## src/rtl/uart_pkg.sv

```systemverilog
// uart_pkg: shared state encoding, defaults and parity helper for the UART receiver
package uart_pkg;
    typedef enum logic [2:0] {IDLE, START, DATA, PARITY, STOP} state_t;
    localparam int OVERSAMPLE_DEF = 8;
    function automatic logic parity_bit(input logic [7:0] d, input logic odd);
        return (^d) ^ odd;
    endfunction
endpackage

```

## src/rtl/uart_rx_fifo.sv

```systemverilog
// uart_rx_fifo: synchronous FIFO with a valid/ready read side; a pop frees room for a same-cycle push
module uart_rx_fifo #(
    parameter int W = 8,
    parameter int DEPTH = 4
) (
    input  logic         clk,
    input  logic         rst_n,
    input  logic         push,
    input  logic [W-1:0] wdata,
    output logic         full,
    output logic         valid,
    input  logic         ready,
    output logic [W-1:0] rdata
);
    localparam int AW = $clog2(DEPTH);
    logic [AW:0] wp, rp;
    logic [W-1:0] mem [DEPTH];
    logic pop;
    assign pop = valid && ready;
    assign valid = wp != rp;
    assign full = (wp[AW] != rp[AW]) && (wp[AW-1:0] == rp[AW-1:0]);
    assign rdata = mem[rp[AW-1:0]];
    always_ff @(posedge clk or negedge rst_n) begin
        if (!rst_n) begin
            wp <= '0;
            rp <= '0;
            for (int i = 0; i < DEPTH; i++) mem[i] <= '0;
        end else begin
            if (push && (!full || pop)) begin
                mem[wp[AW-1:0]] <= wdata;
                wp <= wp + 1'b1;
            end
            if (pop) rp <= rp + 1'b1;
        end
    end
endmodule

```

## src/rtl/uart_rx_endpoint.sv

```systemverilog
// uart_rx_endpoint: oversampling UART receiver with majority-voted sampling, RX FIFO and sticky error flags
module uart_rx_endpoint
    import uart_pkg::*;
#(
    parameter int OVERSAMPLE = OVERSAMPLE_DEF,
    parameter int DIV_W = 20,
    parameter int DATA_BITS = 8,
    parameter int FIFO_DEPTH = 4
) (
    input  logic             io_axiClk,
    input  logic             io_asyncResetn,
    input  logic [DIV_W-1:0] io_clkDivider,
    input  logic             io_parityEn,
    input  logic             io_parityOdd,
    input  logic             io_uart_rxd,
    output logic             io_rsp_valid,
    input  logic             io_rsp_ready,
    output logic [7:0]       io_rsp_payload,
    output logic             io_frameErr,
    output logic             io_parityErr,
    output logic             io_overrun,
    input  logic             io_clearErr,
    output logic             io_busy
);
    localparam int SCW = $clog2(OVERSAMPLE);
    localparam int BCW = $clog2(DATA_BITS);
    localparam logic [SCW-1:0] HALF = SCW'(OVERSAMPLE / 2 - 1);
    localparam logic [BCW-1:0] LAST = BCW'(DATA_BITS - 1);

    state_t state, state_n;
    logic [DIV_W-1:0] cnt, div_q;
    logic [1:0] sync;
    logic [2:0] taps;
    logic [SCW-1:0] sc;
    logic [BCW-1:0] bc;
    logic [DATA_BITS-1:0] data;
    logic tick, line, bit_s, mid, armed, par_en, par_odd, par_bad;
    logic push, full, pop, frame_set, par_set, ovr_set;

    assign tick = cnt == div_q;
    assign line = sync[1];
    assign bit_s = (taps[0] & taps[1]) | (taps[0] & taps[2]) | (taps[1] & taps[2]);
    assign mid = tick && sc == HALF;
    assign pop = io_rsp_valid && io_rsp_ready;

    // divider is latched at each wrap so a change never truncates a running period
    always_ff @(posedge io_axiClk or negedge io_asyncResetn) begin
        if (!io_asyncResetn) begin
            cnt <= '0;
            div_q <= '0;
            sync <= '1;
            taps <= '1;
        end else begin
            sync <= {sync[0], io_uart_rxd};
            cnt <= tick ? '0 : cnt + 1'b1;
            if (tick) begin
                div_q <= io_clkDivider;
                taps <= {taps[1:0], line};
            end
        end
    end

    always_ff @(posedge io_axiClk or negedge io_asyncResetn) begin
        if (!io_asyncResetn) state <= IDLE;
        else state <= state_n;
    end

    always_comb begin
        state_n = state;
        if (tick) begin
            case (state)
                IDLE:    if (armed && !line) state_n = START;
                START:   if (mid) state_n = bit_s ? IDLE : DATA;
                DATA:    if (mid && bc == LAST) state_n = par_en ? PARITY : STOP;
                PARITY:  if (mid) state_n = STOP;
                STOP:    if (mid) state_n = IDLE;
                default: state_n = IDLE;
            endcase
        end
    end

    always_comb begin
        push = state == STOP && mid && bit_s;
        frame_set = state == STOP && mid && !bit_s;
        par_set = push && par_bad;
        ovr_set = push && full && !pop;
        io_busy = state != IDLE;
    end

    // a low stop sample disarms until the line is seen high, so a break yields a single frame error
    always_ff @(posedge io_axiClk or negedge io_asyncResetn) begin
        if (!io_asyncResetn) begin
            sc <= '0;
            bc <= '0;
            data <= '0;
            armed <= 1'b0;
            par_en <= 1'b0;
            par_odd <= 1'b0;
            par_bad <= 1'b0;
        end else begin
            sc <= (state == IDLE) ? '0 : sc + SCW'(tick);
            if (state == IDLE && tick && line) armed <= 1'b1;
            else if (frame_set) armed <= 1'b0;
            if (state == START && mid) begin
                bc <= '0;
                par_en <= io_parityEn;
                par_odd <= io_parityOdd;
                par_bad <= 1'b0;
            end
            if (state == DATA && mid) begin
                data <= {bit_s, data[DATA_BITS-1:1]};
                bc <= bc + 1'b1;
            end
            if (state == PARITY && mid) par_bad <= bit_s != parity_bit(8'(data), par_odd);
        end
    end

    always_ff @(posedge io_axiClk or negedge io_asyncResetn) begin
        if (!io_asyncResetn) begin
            io_frameErr <= 1'b0;
            io_parityErr <= 1'b0;
            io_overrun <= 1'b0;
        end else if (io_clearErr) begin
            io_frameErr <= 1'b0;
            io_parityErr <= 1'b0;
            io_overrun <= 1'b0;
        end else begin
            io_frameErr <= io_frameErr | frame_set;
            io_parityErr <= io_parityErr | par_set;
            io_overrun <= io_overrun | ovr_set;
        end
    end

    uart_rx_fifo #(.W(8), .DEPTH(FIFO_DEPTH)) u_fifo (
        .clk   (io_axiClk),
        .rst_n (io_asyncResetn),
        .push  (push),
        .wdata (8'(data)),
        .full  (full),
        .valid (io_rsp_valid),
        .ready (io_rsp_ready),
        .rdata (io_rsp_payload)
    );
endmodule

```

## config.mk

```make
export PLATFORM = sky130hd
export DESIGN_NAME = uart_rx_endpoint
export DESIGN_NICKNAME = d
export VERILOG_FILES = /design/src/rtl/uart_pkg.sv /design/src/rtl/uart_rx_fifo.sv /design/src/rtl/uart_rx_endpoint.sv
export SDC_FILE = /design/constraint.sdc
export NUM_CORES = 1
export LEC_CHECK = 0
export ABC_AREA = 1
export CAP_MARGIN = 15
export CORE_ASPECT_RATIO = 2
export CORE_MARGIN = 3
export CORE_UTILIZATION = 45
export CTS_BUF_LIST = sky130_fd_sc_hd__clkbuf_16
export DETAILED_ROUTE_END_ITERATION = 10
export HOLD_SLACK_MARGIN = 0.12
export PLACE_DENSITY = 0.74
export SLEW_MARGIN = 5
export SYNTH_ARGS = -nofsm -noshare
export SYNTH_HDL_FRONTEND = slang
export SYNTH_HIERARCHICAL = 1
export SYNTH_SLANG_ARGS = --single-unit
```

## constraint.sdc

```tcl
create_clock -name io_axiClk -period 2.6 [get_ports io_axiClk]
set_clock_uncertainty 0.05 [all_clocks]
set_input_delay 0.26 -clock io_axiClk [delete_from_list [all_inputs] [get_ports io_axiClk]]
set_output_delay 0.26 -clock io_axiClk [all_outputs]
set_load 0.005 [all_outputs]
```

# Word-level counts from Yosys, hierarchy flattened

Index checks and enable logic that the tools add are counted.

Register bits: 107
Bits of input ports: 27
Output and inout port bits: 13
Logic and storage cells: 111

Add/subtract/negate cells: 5
Magnitude comparators: 3
Equal/unequal tests: 16
Mux-type cells: 25
Bitwise gates (word level): 11
Reduce and logical (&&, ||, !) cells: 30

Operators with widths:

| kind                    | number |
|---|---|
| $bwmux W32              | 1 |
| $mux W3                 | 9 |
| $mux W8                 | 3 |
| $add A20 B1 Y20 const B | 1 |
| $eq A20 B20 Y1          | 1 |
| $mux W20                | 1 |
| $logic_and A1 B1 Y1     | 18 |
| $bmux W8 S2             | 1 |
| $demux W8 S2            | 1 |
| $pmux W3 S5             | 1 |
| $ne A2 B2 Y1 const B    | 5 |
| $add A3 B1 Y3 const B   | 3 |
| $eq A3 B2 Y1 const B    | 3 |
| $reduce_xor A8 Y1       | 1 |
| $mux W1                 | 7 |
| $eq A3 B3 Y1 const B    | 2 |
| $ge A3 B3 Y1 const B    | 2 |
| $not A2 Y3              | 2 |
| $reduce_and A6 Y1       | 1 |
| $reduce_bool A2 Y1      | 3 |
| $or A1 B1 Y1            | 5 |
| $logic_not A1 Y1        | 4 |
| $add A3 B1 Y3           | 1 |
| $and A1 B1 Y1           | 3 |
| 10 further kinds        | 11 |

# Longest topological paths before layout

Gate-level depths: netlist of run 1.

Depth in word-level cells: 8
Gate-level depth with buffers: 13
Gate-level depth less buffers: 12

# Modules after synthesis

The synthesis of run 1 kept the hierarchy.

By module, submodules not included:

| module           | instances | cells each | area an instance (um^2) | seq. area each (um^2) |
|---|---|---|---|---|
| uart_rx_endpoint | 1         | 430        | 3448.3                  | 1732.9 |
| uart_rx_fifo     | 1         | 240        | 1974.4                  | 950.9 |

# Worst setup path after synthesis of run 1

No wires, ideal clock.

Path type: flip-flop to flip-flop
Start: register cnt[8]
End: register u_fifo/mem[14] (netlist name)
Library setup time: 67 ps
Data arrival time: 2148 ps
Required time: 2483 ps
Slack: 336 ps
Cell stages (with the launch flop): 13
Path buffers: 3
Period minus slack after synthesis: 2264 ps
Path through: dfrtp_1 -> buf_6 -> xnor2_2 -> nand2_1 -> nor2_1 -> nand2_2 -> nor3_4 -> nand2_1 -> nor2_1 -> buf_2 -> buf_1 -> nand4_1 -> nand2_1

Longest elaborated chain between the ends: 5

RTL lines:

| item                              | RTL line               | RTL |
|---|---|---|
| start, declared                   | uart_rx_endpoint.sv:31 | `logic [DIV_W-1:0] cnt, div_q;` |
| start signal, assigned            | uart_rx_endpoint.sv:55 | `cnt <= tick ? '0 : cnt + 1'b1;` |
| $eq A20 B20 Y1                    | uart_rx_endpoint.sv:40 | `assign tick = cnt == div_q;` |
| $logic_and A1 B1 Y1               | uart_rx_endpoint.sv:43 | `assign mid = tick && sc == HALF;` |
| $logic_and A1 B1 Y1 (2 in series) | uart_rx_endpoint.sv:83 | `push = state == STOP && mid && bit_s;` |
| via push                          | uart_rx_endpoint.sv:38 | `logic push, full, pop, frame_set, par_set, ovr_set;` |
| $logic_and A1 B1 Y1               | uart_rx_fifo.sv:29     | `if (push && (!full \|\| pop)) begin` |
| end signal, assigned by index     | uart_rx_fifo.sv:30     | `mem[wp[AW-1:0]] <= wdata;` |
| end, declared                     | uart_rx_fifo.sv:17     | `logic [W-1:0] mem [DEPTH];` |

The timed path passes the listed nets, and every way through them passes these cells.
A chain may end at the register's enable or synchronous reset.

# Worst setup path after layout of run 1

Start: register u_fifo.rp[0]
End: output io_rsp_payload[4]

Longest elaborated chain between the ends: 4

RTL lines:

| item                                        | RTL line               | RTL |
|---|---|---|
| start, declared                             | uart_rx_fifo.sv:16     | `logic [AW:0] wp, rp;` |
| start signal, assigned                      | uart_rx_fifo.sv:33     | `if (pop) rp <= rp + 1'b1;` |
| $not A2 Y3 (implied by the code)            | uart_rx_fifo.sv:22     | `assign rdata = mem[rp[AW-1:0]];` |
| $bmux W8 S2                                 | uart_rx_fifo.sv:22     |  |
| $mux W8 (implied by the code) (2 in series) | uart_rx_fifo.sv:22     |  |
| end, declared                               | uart_rx_endpoint.sv:18 | `output logic [7:0] io_rsp_payload,` |

No other way between the ends. The select of a mux whose other input is x is not followed.

==> results.ini, run 1 <==
[run_status]
status=finished clean

[cells_and_area]
fin_util=0.531
layout-drive-gt1-share=0.0741
syn2layout_area_growth_pct=15.3
fill_cells=1086
n_antenna_cell=0
num-nets-final=747

[timing]
rsz0062_at_grt=no
worst_pin_slew_ns=0.845
setup_viol=0
fmax_mhz=411
relSlewSlack=0.437
finalHoldViolCount=0
final.period_utilization=0.935
tns_ns=0
report.final.slew_viol_count=0
min_period_ns=2.43

[grt]
grt_pass1_wl_um=20300
overflow=0
grtUsageTotal=0.187
grt_start_max_net_pins=64
antenna_found_initial=0
grt_pass1_vias=4363

[clock_network]
clk_pin_slew_ns=0.07
root_buffer=clkbuf_16
clk_path_buf_depth=2
htree_num_levels=3
cts_buffers=9
cts_setup_buffers=0
clock_sinks=107
cts_tree=yes
clk_latency_ns=0.35

[worst_setup_path]
crit_path_max_incr_delay_ns=0.52
cp-end-kind=output pin
path_delay_family=buffers and inverters
crit_fanout=17
cpMaxStageDelayCell=clkdlybuf4s50_1
path_buf_inv=2
crit_chain=inv_1 > o21ai_0 > o22ai_1 > clkdlybuf4s50_1
startpoint_type=flop
crit_arrival_ns=2.12
crit_type=flop to output pin
worstPathRequired_ns=2.29

[routing]
viasPerCell=5.19
wl_per_cell_um=14.2
drtAntennaViolNets=0
drt_first_pass_iters=6
drc=0
initialDrtViolationCount=219
num_vias=4467
finalWirelength_um=12200

[yosys]
netlist_area_um2=5420
syn_nets=707
ys_warn_count=6
ys_seq_area_frac=0.495
synth_top_area_frac=0.471
synth_seq_cells=107
synth_ff_type=dfrtp_1
synthArstFlopShare=1.00
synthCells=670
avgSynthCellArea_um2=8.09
synth_commonest_cells=nand2_1 (232), dfrtp_1 (102), inv_1 (64), nor2_1 (47), o21ai_0 (44)
synth_edf_count=0
synth_top_area_cell=dfrtp_1
synth.most_common_cell=nand2_1
synthTopCellsByArea=dfrtp_1 (47%), nand2_1 (16%), inv_1 (4.4%), nand4_1 (4.3%), o21ai_0 (4.1%)
ys_types=35

[power_and_ir_drop]
power_frac_comb=0.025
power_frac_clock=0.437
switching_share=0.209
cellLeakagePower_nw=3.13
vdd_ir_drop_max_uv=317
p_sw_uw=648
seqPwrFrac=0.538
power_density_nw_per_um2=495
p_int_mw=2.45

[floorplanning]
die-height_um=161
die_x_um=83.6
rows=56
ioPinCount=40
die_area_um2=13500
core_um2=11800
start_util=0.461

[place]
dp_hpwl_um=9310
portBuffers=39
gp_congestion=0.865

[job]
maxCapViolCount=0

[min_path]
hold_class=input port to flop

==> layout make-up <==
class                      count  area (µm²)  share of cell area
clock buffer                   9         225              0.0360
clock inverter                 7        66.3              0.0106
inverter                      66         249              0.0398
multi-input combinational    472        2330               0.373
sequential                   107        2680               0.429
tap                          145         181              0.0290
timing repair buffer          54         515              0.0824
==> metrics by stage <==
stage / instances / area, µm² / power [mW] / hold slack, ns / worst slack [ns]
detailed placement: 843 / 5950 / 1.78 / 0.298 / 0.350
CTS: 860 / 6250 / 3.13 / 0.256 / 0.163
finish: 860 / 6250 / 3.10 / 0.265 / 0.169
global placement: 843 / 5950 / 1.78 / 0.298 / 0.421
global route: 860 / 6250 / 3.22 / 0.275 / 0.0677
floorplan: 670 / 5420 / 1.70 / -0.0856 / 0.336
==> kinds of logic after synthesis <==
group / count (synthesis) / share of synthesized area
AND/OR/NAND/NOR: 365 / 0.292
adder cells (fa/ha/maj): 10 / 0.0231
AO/OA/AOI/OAI: 72 / 0.0708
flip-flops: 107 / 0.495
XOR/XNOR: 25 / 0.0431
buffers and inverters: 91 / 0.0761
==> what timing repair did <==
action,4_1_cts,5_1_grt
hold buffers,1,0
resized for setup,0,0
hold endpoints to repair,58,0
endpoints found under the setup margin,0,0
==> flip-flops by register name, indices dropped and copies added (netlist names), 2 cells and up <==
name        count
bc              3
cnt            20
data            8
div_q          20
sc              3
state           3
sync            2
taps            3
u_fifo/mem     32
u_fifo/rp       3
u_fifo/wp       3
==> power by group through the flow <==
stage	combinational [mW]	clock [mW]	sequential [mW]
4_1_cts	0.0810	1.38	1.67
5_1_grt	0.0881	1.46	1.67
2_1_floorplan	0.000445	0	1.70
6_report	0.0781	1.35	1.67
3_3_place_gp	0.0787	0	1.70
3_5_place_dp	0.0801	0	1.70
==> final timing paths <==
kind,startpoint,to,slack (ns),depth (start not counted)
min,io_uart_rxd,sync[0],0.27,1
max,u_fifo/rp[0],io_rsp_payload[4],0.17,4
min reg2reg,sync[0],sync[1],0.31,0
max in group asynchronous,io_asyncResetn,sync[1],1.26,3
max reg2reg,cnt[8],u_fifo/mem[25],0.32,10
min in group asynchronous,io_asyncResetn,u_fifo/rp[0],0.47,2
==> worst register-to-register path, delay by kind of cell (launching register included) <==
family           cells  cell delay (ns)
AND/OR/NAND/NOR      9             1.43
flip-flops           1             0.54
XOR/XNOR             1             0.15
==> cell usage in the layout, fill, tap and decap left out, types with 2 or more instances in the layout <==
cell type	netlist	final
nand2_1	232	232
dfrtp_1	102	102
inv_1	64	64
nor2_1	47	46
o21ai_0	44	44
clkdlybuf4s50_1	0	38
nand4_1	37	37
nand3_1	27	27
xnor2_1	15	15
a21oi_1	14	14
buf_4	3	14
ha_1	10	10
clkbuf_16	0	9
nor3_1	8	8
xor2_1	8	8
o22ai_1	8	8
dfstp_2	5	5
nand3_2	4	4
clkinv_2	1	4
nor2_2	3	3
xnor2_2	2	2
nand2_4	2	2
o21ai_1	2	2
inv_6	0	2
==> routing by layer <==
metal	share of wire	up-vias	global-route usage	wire length (µm)
li1	-	2236	-	-
met1	0.35	2106	0.189	4330
met2	0.58	95	0.361	7050
met3	0.032	30	0.0286	389
met4	0.036	0	0.0952	435
met5	0	-	0	0
Note: power is estimated with default switching activity, not from simulation.
==> inputs of run 2 (changes only) <==
--- a/config.mk
+++ b/config.mk
@@ -14,7 +14,7 @@
 export DETAILED_ROUTE_END_ITERATION = 10
 export HOLD_SLACK_MARGIN = 0.12
 export PLACE_DENSITY = 0.74
-export SLEW_MARGIN = 5
+export SLEW_MARGIN = 15
 export SYNTH_ARGS = -nofsm -noshare
 export SYNTH_HDL_FRONTEND = slang
 export SYNTH_HIERARCHICAL = 1
==> results of run 2 <==
Final layout, timing and power as in run 1 (identical DEF).
==> inputs of run 3 (changes only) <==
--- a/config.mk
+++ b/config.mk
@@ -14,6 +14,7 @@
 export DETAILED_ROUTE_END_ITERATION = 10
 export HOLD_SLACK_MARGIN = 0.12
 export PLACE_DENSITY = 0.74
+export SKIP_LAST_GASP = 1
 export SLEW_MARGIN = 15
 export SYNTH_ARGS = -nofsm -noshare
 export SYNTH_HDL_FRONTEND = slang
==> results of run 3 <==
Final layout, timing and power as in run 1 (identical DEF).
